--- config.mk ---
export PLATFORM = sky130hd
export DESIGN_NAME = ula_arbiter_flat
export DESIGN_NICKNAME = d
export VERILOG_FILES = /design/src/rtl/ula_arbiter_pkg.sv /design/src/rtl/ula_arbiter_if.sv /design/src/rtl/ula_arbiter_rr_arb2.sv /design/src/rtl/ula_arbiter.sv /design/src/flat_wrapper.sv
export SDC_FILE = /design/constraint.sdc
export NUM_CORES = 1
export LEC_CHECK = 0
export CELL_PAD_IN_SITES_DETAIL_PLACEMENT = 0
export CELL_PAD_IN_SITES_GLOBAL_PLACEMENT = 1
export CORE_MARGIN = 2
export CORE_UTILIZATION = 35
export DETAILED_ROUTE_END_ITERATION = 8
export GPL_TIMING_DRIVEN = 0
export PLACE_DENSITY_LB_ADDON = 0.1
export SYNTH_ARGS = -nofsm -noshare
export SYNTH_HDL_FRONTEND = slang
export SYNTH_HIERARCHICAL = 1
export SYNTH_SLANG_ARGS = --single-unit
--- constraint.sdc ---
create_clock -name clk -period 3.1 [get_ports clk]
set_clock_uncertainty 0.1 [all_clocks]
set_input_delay 0.93 -clock clk [delete_from_list [all_inputs] [get_ports clk]]
set_output_delay 0.93 -clock clk [all_outputs]
set_load 0.02 [all_outputs]
--- src/rtl/ula_arbiter_pkg.sv ---
// Shared definitions for ula_arbiter: op-code constants, FSM state type and default datapath width.
package ula_arb_pkg;

    localparam int DATA_W_DEF = 8;

    localparam logic [2:0] OP_ADD = 3'b000;
    localparam logic [2:0] OP_SUB = 3'b001;
    localparam logic [2:0] OP_AND = 3'b010;
    localparam logic [2:0] OP_OR  = 3'b011;
    localparam logic [2:0] OP_SLT = 3'b101;

    typedef enum logic [1:0] {
        IDLE = 2'd0,
        EXEC = 2'd1,
        RESP = 2'd2
    } arb_state_t;

endpackage

--- src/rtl/ula_arbiter_if.sv ---
// Request/response bus between the two requesters and ula_arbiter; the arbiter uses the slave modport.
interface ula_arbiter_if
    import ula_arb_pkg::*;
#(
    parameter int DATA_W = DATA_W_DEF
);
    logic [1:0]          req_valid;
    logic [1:0]          req_ready;
    logic [2*DATA_W-1:0] req_a;
    logic [2*DATA_W-1:0] req_b;
    logic [5:0]          req_op;
    logic [1:0]          rsp_valid;
    logic [1:0]          rsp_ready;
    logic [DATA_W-1:0]   rsp_result;
    logic                rsp_z;

    modport master (
        output req_valid, req_a, req_b, req_op, rsp_ready,
        input  req_ready, rsp_valid, rsp_result, rsp_z
    );

    modport slave (
        input  req_valid, req_a, req_b, req_op, rsp_ready,
        output req_ready, rsp_valid, rsp_result, rsp_z
    );
endinterface

--- src/rtl/ula_arbiter_rr_arb2.sv ---
// Combinational 2-way round-robin grant; the pointer register lives in the parent.
module rr_arb2 (
    input  logic [1:0] i_req,
    input  logic       i_ptr,
    output logic [1:0] o_gnt
);

    // A lone requester always wins; the pointer only breaks ties.
    always_comb begin
        o_gnt = i_req;
        if (&i_req) begin
            o_gnt = i_ptr ? 2'b10 : 2'b01;
        end
    end

endmodule

--- src/rtl/ula_arbiter.sv ---
// Two-requester round-robin arbiter sharing one registered ALU, one operation in flight.
// Optional per-requester saturating grant counters are enabled by defining ULA_ARB_STATS_EN.
module ula_arbiter
    import ula_arb_pkg::*;
#(
    parameter int DATA_W = DATA_W_DEF,
    parameter int NREQ   = 2
`ifdef ULA_ARB_STATS_EN
    ,
    parameter int CNT_W  = 16
`endif
)(
    input  logic              clk,
    input  logic              rst_n,
    ula_arbiter_if.slave      bus
`ifdef ULA_ARB_STATS_EN
    ,
    output logic [2*CNT_W-1:0] grant_cnt
`endif
);

    localparam logic [1:0] ST_IDLE = IDLE;
    localparam logic [1:0] ST_EXEC = EXEC;
    localparam logic [1:0] ST_RESP = RESP;

    logic [1:0]        r_state;
    logic              r_ptr;
    logic              r_owner;
    logic [DATA_W-1:0] r_a;
    logic [DATA_W-1:0] r_b;
    logic [2:0]        r_op;
    logic [DATA_W-1:0] r_result;
    logic              r_z;

    logic [NREQ-1:0]   w_req;
    logic [NREQ-1:0]   w_gnt;
    logic              w_accept;
    logic              w_gnt_idx;
    logic [DATA_W-1:0] w_alu;
    logic              w_rsp_hs;

    function automatic logic [DATA_W-1:0] aluEval(
        input logic [DATA_W-1:0] a,
        input logic [DATA_W-1:0] b,
        input logic [2:0]        op
    );
        logic [DATA_W-1:0] res;
        case (op)
            OP_ADD:  res = a + b;
            OP_SUB:  res = a - b;
            OP_AND:  res = a & b;
            OP_OR:   res = a | b;
            OP_SLT:  res = {{(DATA_W-1){1'b0}}, (a < b)};
            default: res = '0;
        endcase
        return res;
    endfunction

    // Requests are only visible to the arbiter while idle, so req_ready is zero in EXEC/RESP.
    assign w_req = (r_state == ST_IDLE) ? bus.req_valid : '0;

    rr_arb2 u_rr_arb2 (
        .i_req (w_req),
        .i_ptr (r_ptr),
        .o_gnt (w_gnt)
    );

    assign w_accept      = |w_gnt;
    assign w_gnt_idx     = w_gnt[1];
    assign bus.req_ready = w_gnt;

    assign w_alu    = aluEval(r_a, r_b, r_op);
    assign w_rsp_hs = (r_state == ST_RESP) && bus.rsp_ready[r_owner];

    assign bus.rsp_valid  = (r_state != ST_RESP) ? 2'b00 : (r_owner ? 2'b10 : 2'b01);
    assign bus.rsp_result = r_result;
    assign bus.rsp_z      = r_z;

    always_ff @(posedge clk or negedge rst_n) begin
        if (!rst_n) begin
            r_state  <= ST_IDLE;
            r_ptr    <= 1'b0;
            r_owner  <= 1'b0;
            r_a      <= '0;
            r_b      <= '0;
            r_op     <= '0;
            r_result <= '0;
            r_z      <= 1'b1;
        end else begin
            case (r_state)
                ST_IDLE: begin
                    if (w_accept) begin
                        r_owner <= w_gnt_idx;
                        r_ptr   <= ~w_gnt_idx;
                        r_a     <= bus.req_a[w_gnt_idx*DATA_W +: DATA_W];
                        r_b     <= bus.req_b[w_gnt_idx*DATA_W +: DATA_W];
                        r_op    <= bus.req_op[w_gnt_idx*3 +: 3];
                        r_state <= ST_EXEC;
                    end
                end
                ST_EXEC: begin
                    r_result <= w_alu;
                    r_z      <= (w_alu == '0);
                    r_state  <= ST_RESP;
                end
                ST_RESP: begin
                    if (w_rsp_hs) begin
                        r_state <= ST_IDLE;
                    end
                end
                default: r_state <= ST_IDLE;
            endcase
        end
    end

`ifdef ULA_ARB_STATS_EN
    logic [CNT_W-1:0] r_cnt [NREQ];

    // A grant is exactly a request handshake; counters stick at all-ones.
    always_ff @(posedge clk or negedge rst_n) begin
        if (!rst_n) begin
            for (int i = 0; i < NREQ; i++) begin
                r_cnt[i] <= '0;
            end
        end else begin
            for (int i = 0; i < NREQ; i++) begin
                if (w_gnt[i] && (r_cnt[i] != '1)) begin
                    r_cnt[i] <= r_cnt[i] + 1'b1;
                end
            end
        end
    end

    assign grant_cnt = {r_cnt[1], r_cnt[0]};
`endif

endmodule

--- src/flat_wrapper.sv ---
// flat-port wrapper written by rule: the top's interface ports become plain ports
module ula_arbiter_flat import ula_arb_pkg::*;
#(
    parameter int DATA_W = DATA_W_DEF,
    parameter int NREQ   = 2

)
  (clk, rst_n, bus_req_valid, bus_req_a, bus_req_b, bus_req_op, bus_rsp_ready, bus_req_ready, bus_rsp_valid, bus_rsp_result, bus_rsp_z);
  ula_arbiter_if #(.DATA_W(DATA_W)) bus_i ();
  input  logic clk;
  input  logic rst_n;
  input wire logic [$bits(bus_i.req_valid)-1:0] bus_req_valid;
  input wire logic [$bits(bus_i.req_a)-1:0] bus_req_a;
  input wire logic [$bits(bus_i.req_b)-1:0] bus_req_b;
  input wire logic [$bits(bus_i.req_op)-1:0] bus_req_op;
  input wire logic [$bits(bus_i.rsp_ready)-1:0] bus_rsp_ready;
  output wire logic [$bits(bus_i.req_ready)-1:0] bus_req_ready;
  output wire logic [$bits(bus_i.rsp_valid)-1:0] bus_rsp_valid;
  output wire logic [$bits(bus_i.rsp_result)-1:0] bus_rsp_result;
  output wire logic [$bits(bus_i.rsp_z)-1:0] bus_rsp_z;
  assign bus_i.req_valid = bus_req_valid;
  assign bus_i.req_a = bus_req_a;
  assign bus_i.req_b = bus_req_b;
  assign bus_i.req_op = bus_req_op;
  assign bus_i.rsp_ready = bus_rsp_ready;
  assign bus_req_ready = bus_i.req_ready;
  assign bus_rsp_valid = bus_i.rsp_valid;
  assign bus_rsp_result = bus_i.rsp_result;
  assign bus_rsp_z = bus_i.rsp_z;
  ula_arbiter #(.DATA_W(DATA_W), .NREQ(NREQ)) u_core (.clk(clk), .rst_n(rst_n), .bus(bus_i));
endmodule
==> run metrics <==
status=completed; layout cells sized above 1=8.62%; placed instance area=3100 sq um; hold path startpoint=u_core/bus.rsp_result[2]; most frequent cells in the layout=clkdlybuf4s50_1 (53), inv_1 (46), dfrtp_1 (31), ha_1 (26), a222oi_1 (19); Worst-Margin Slew=720 ps; Final Cell Area=3190 sq um; dpl ws=-383 ps; TritonCTS buffer count=5; Initial DRC Count=167; CTS root buf=clkbuf_8; # rows=30; Worst VDD drop=0.469 mV; IO buf count=56; first-pass GRT wire length=9700 um; final WL=6070 um; CP max-delay cell=clkdlybuf4s50_1; syn_nets=334; Max Clk Rate=327 MHz; Clock Latency Late Sink=280 ps; Setup Viol. Count Final=0; Max FO, Critical Path=4; crit path kind=in2out; initial antenna violation count=0; most common cell after layout, fill and taps aside=clkdlybuf4s50_1; met3 usage=3.13%; # diodes=0; CTS max path bufs=2; total die area=7660 sq um; GPL Wtd Cong=0.827; GRT busiest layer=met2; number of flops mapped to enable cells by yosys=0; switching part of the total power=47.2%; synthesized area per cell=9.32 sq um; leakage=1.49 nW; nets=397; clock power share=8.6%; vias per inst=5.21; Hold Crit Class=reg2reg; max_slew headroom=52.0%; 1st-pass router iterations=4; R2R Setup Slk=320 ps; fin. max-slew vios=0; total power=3.47 mW; Routed Antenna Nets=0; Tmin final=3060 ps; via count=2,110; Die X=87.5 um; Post-synth ARST share=100%; total core area=6760 sq um; FF-to-FF Start=u_core/r_a[0]; DRC=0; Seq/Total Area, Yosys=32.9%; final cell count without fillers=405; vias in the first global route=1,914; Reg2Reg Depth=9; CP required=2070 ps; worst path buffer plus inverter count=2; chip height=87.5 um; Num Clock Sinks=32; critical path data arrival time=2030 ps; Post-Synthesis Cell Area=2440 sq um; Crit. End Element=output port; I/O pins=57; CP top delay family=buffers and inverters; CP cell instances=clkdlybuf4s50_1, and2_1, a21boi_4, clkdlybuf4s15_2; CTS tree=built; Netlist cell types=50; final setup margin=42.4 ps; wire length per cell=15.0 um; fillers=680; M2 GR Usage=26.7%; Critical Path Source Type=input port; period utilization=98.6%; H-tree Lvls=2; worst min-delay path endpoint=u_core/bus.rsp_result[2]; top_reg_cell synth=dfrtp_1; Cell Pwr Density=1090 nW/um^2; Synth Instances=262; worst reg2reg endpoint=u_core/bus.rsp_z; largest net degree at the start of global routing=33; yosys warns=6; Max Cap Viol=0; # placed instances=398; sequential power share=23.4%; internal power=1.83 mW; initial core utilization=36.1%; Area Growth Syn to Fin=30.6%; Total Routing Usage GR=16.6%; Sw Pwr=1.64 mW; placed wire-length estimate=4900 um; gr ovfl total=0; met1 usage=23.0%; register bit total from synthesis=32; Hold Crit Depth=2; combinational share of power=68.0%; final hold vios=0; clock slew at reported path FFs=60 ps; CP peak stage delay=440 ps
-- tightest hold or removal path, delay by kind of cell (launching register included) --
family	cells	cell delay [ps]
compound gates	1	50
simple gates	1	40
flops	1	340
-- per-stage QoR --
| stage | utilization [%] | hold WS, ps | TNS [ps] |
|---|---|---|---|
| 2_1_floorplan | - | 384 | 0 |
| 3_3_place_gp | 45.9 | 362 | -4370 |
| 3_5_place_dp | 45.8 | 370 | -4230 |
| 4_1_cts | 47.0 | 384 | -637 |
| 5_1_grt | 47.2 | 412 | -26.8 |
| 6_report | 47.2 | 372 | 0 |
-- registers in the layout, summed over array words and instances (netlist names) --
signal	cells
u_core/r_b	8
u_core/r_state	2
u_core/r_a	8
u_core/bus.rsp_z	1
u_core/r_owner	1
u_core/bus.rsp_result	8
u_core/r_op	3
u_core/r_ptr	1
-- cell type report --
cell class                      instances  area, sq um  area share, %
Timing Repair Buffer                   56          552           17.3
Inverter                               46          173           5.42
Buffer                                 12         62.6           1.96
Multi-Input combinational cell        172         1420           44.6
Sequential cell                        32          802           25.2
Tap cell                               80          100           3.14
Clock buffer                            6         72.6           2.28
Clock inverter                          1         5.00          0.157
-- synth_stat cells, drive strengths merged, types with 3 or more instances --
master / number / area share, %
and2: 3 / 0.77
a21boi: 3 / 0.92
o31ai: 4 / 1.4
nand2b: 9 / 2.3
o21ai: 9 / 1.8
a222oi: 19 / 7.8
mux2: 5 / 2.3
dfrtp: 31 / 32
nand2: 9 / 1.4
a211o: 3 / 1.1
a211oi: 7 / 2.2
buf: 4 / 1.3
a21oi: 7 / 1.4
ha: 26 / 13
nor2: 18 / 2.8
nor3: 9 / 1.8
inv: 46 / 7.1
clkbuf: 8 / 1.2
nor2b: 3 / 0.77
-- cell families after synthesis --
group           after synthesis  synth area share [%]
compound gates               70                  23.5
simple gates                 62                  13.0
buf+inv                      58                  9.64
flops                        32                  32.9
fa+ha+maj                    28                  15.0
mux                           9                  4.97
xor+xnor                      3                  1.08
-- metal layers --
| metal | wire (um) | share of wire (%) |
|---|---|---|
| met3 | 255 | 4.2 |
| met2 | 2820 | 47 |
| met4 | 29 | 0.48 |
| met5 | 0 | 0 |
| met1 | 2960 | 49 |
-- timing repair --
item / 4_1_cts / 5_1_grt
buffers inserted: 0 / 0
gates resized for setup: 4 / 6
endpoints found under the hold margin: 0 / 0
hold buffers: 0 / 0
endpoints found under the setup margin: 12 / 12
gates cloned: 0 / 0
-- power by group through the flow --
stage,logic [mW],registers [mW],clock network [mW]
floorplan,1.66,0.830,0
global placement,2.34,0.813,0
detailed placement,2.34,0.819,0
CTS,2.35,0.811,0.313
global route,2.64,0.843,0.327
finish,2.36,0.812,0.298
-- worst max-delay path by stage --
stage,slack [ps],to,cells after the start,startpoint
2_1_floorplan,460,u_core/r_a[0],7,bus_req_valid[0]
3_3_place_gp,-410,bus_req_ready[0],4,bus_req_valid[0]
3_5_place_dp,-380,bus_req_ready[0],4,bus_req_valid[0]
4_1_cts,-70,u_core/r_a[0],8,bus_req_valid[0]
5_1_grt,-30,bus_req_ready[1],4,bus_req_valid[1]
6_report,40,bus_req_ready[0],4,bus_req_valid[0]
Note: power is estimated with default switching activity, not from simulation.
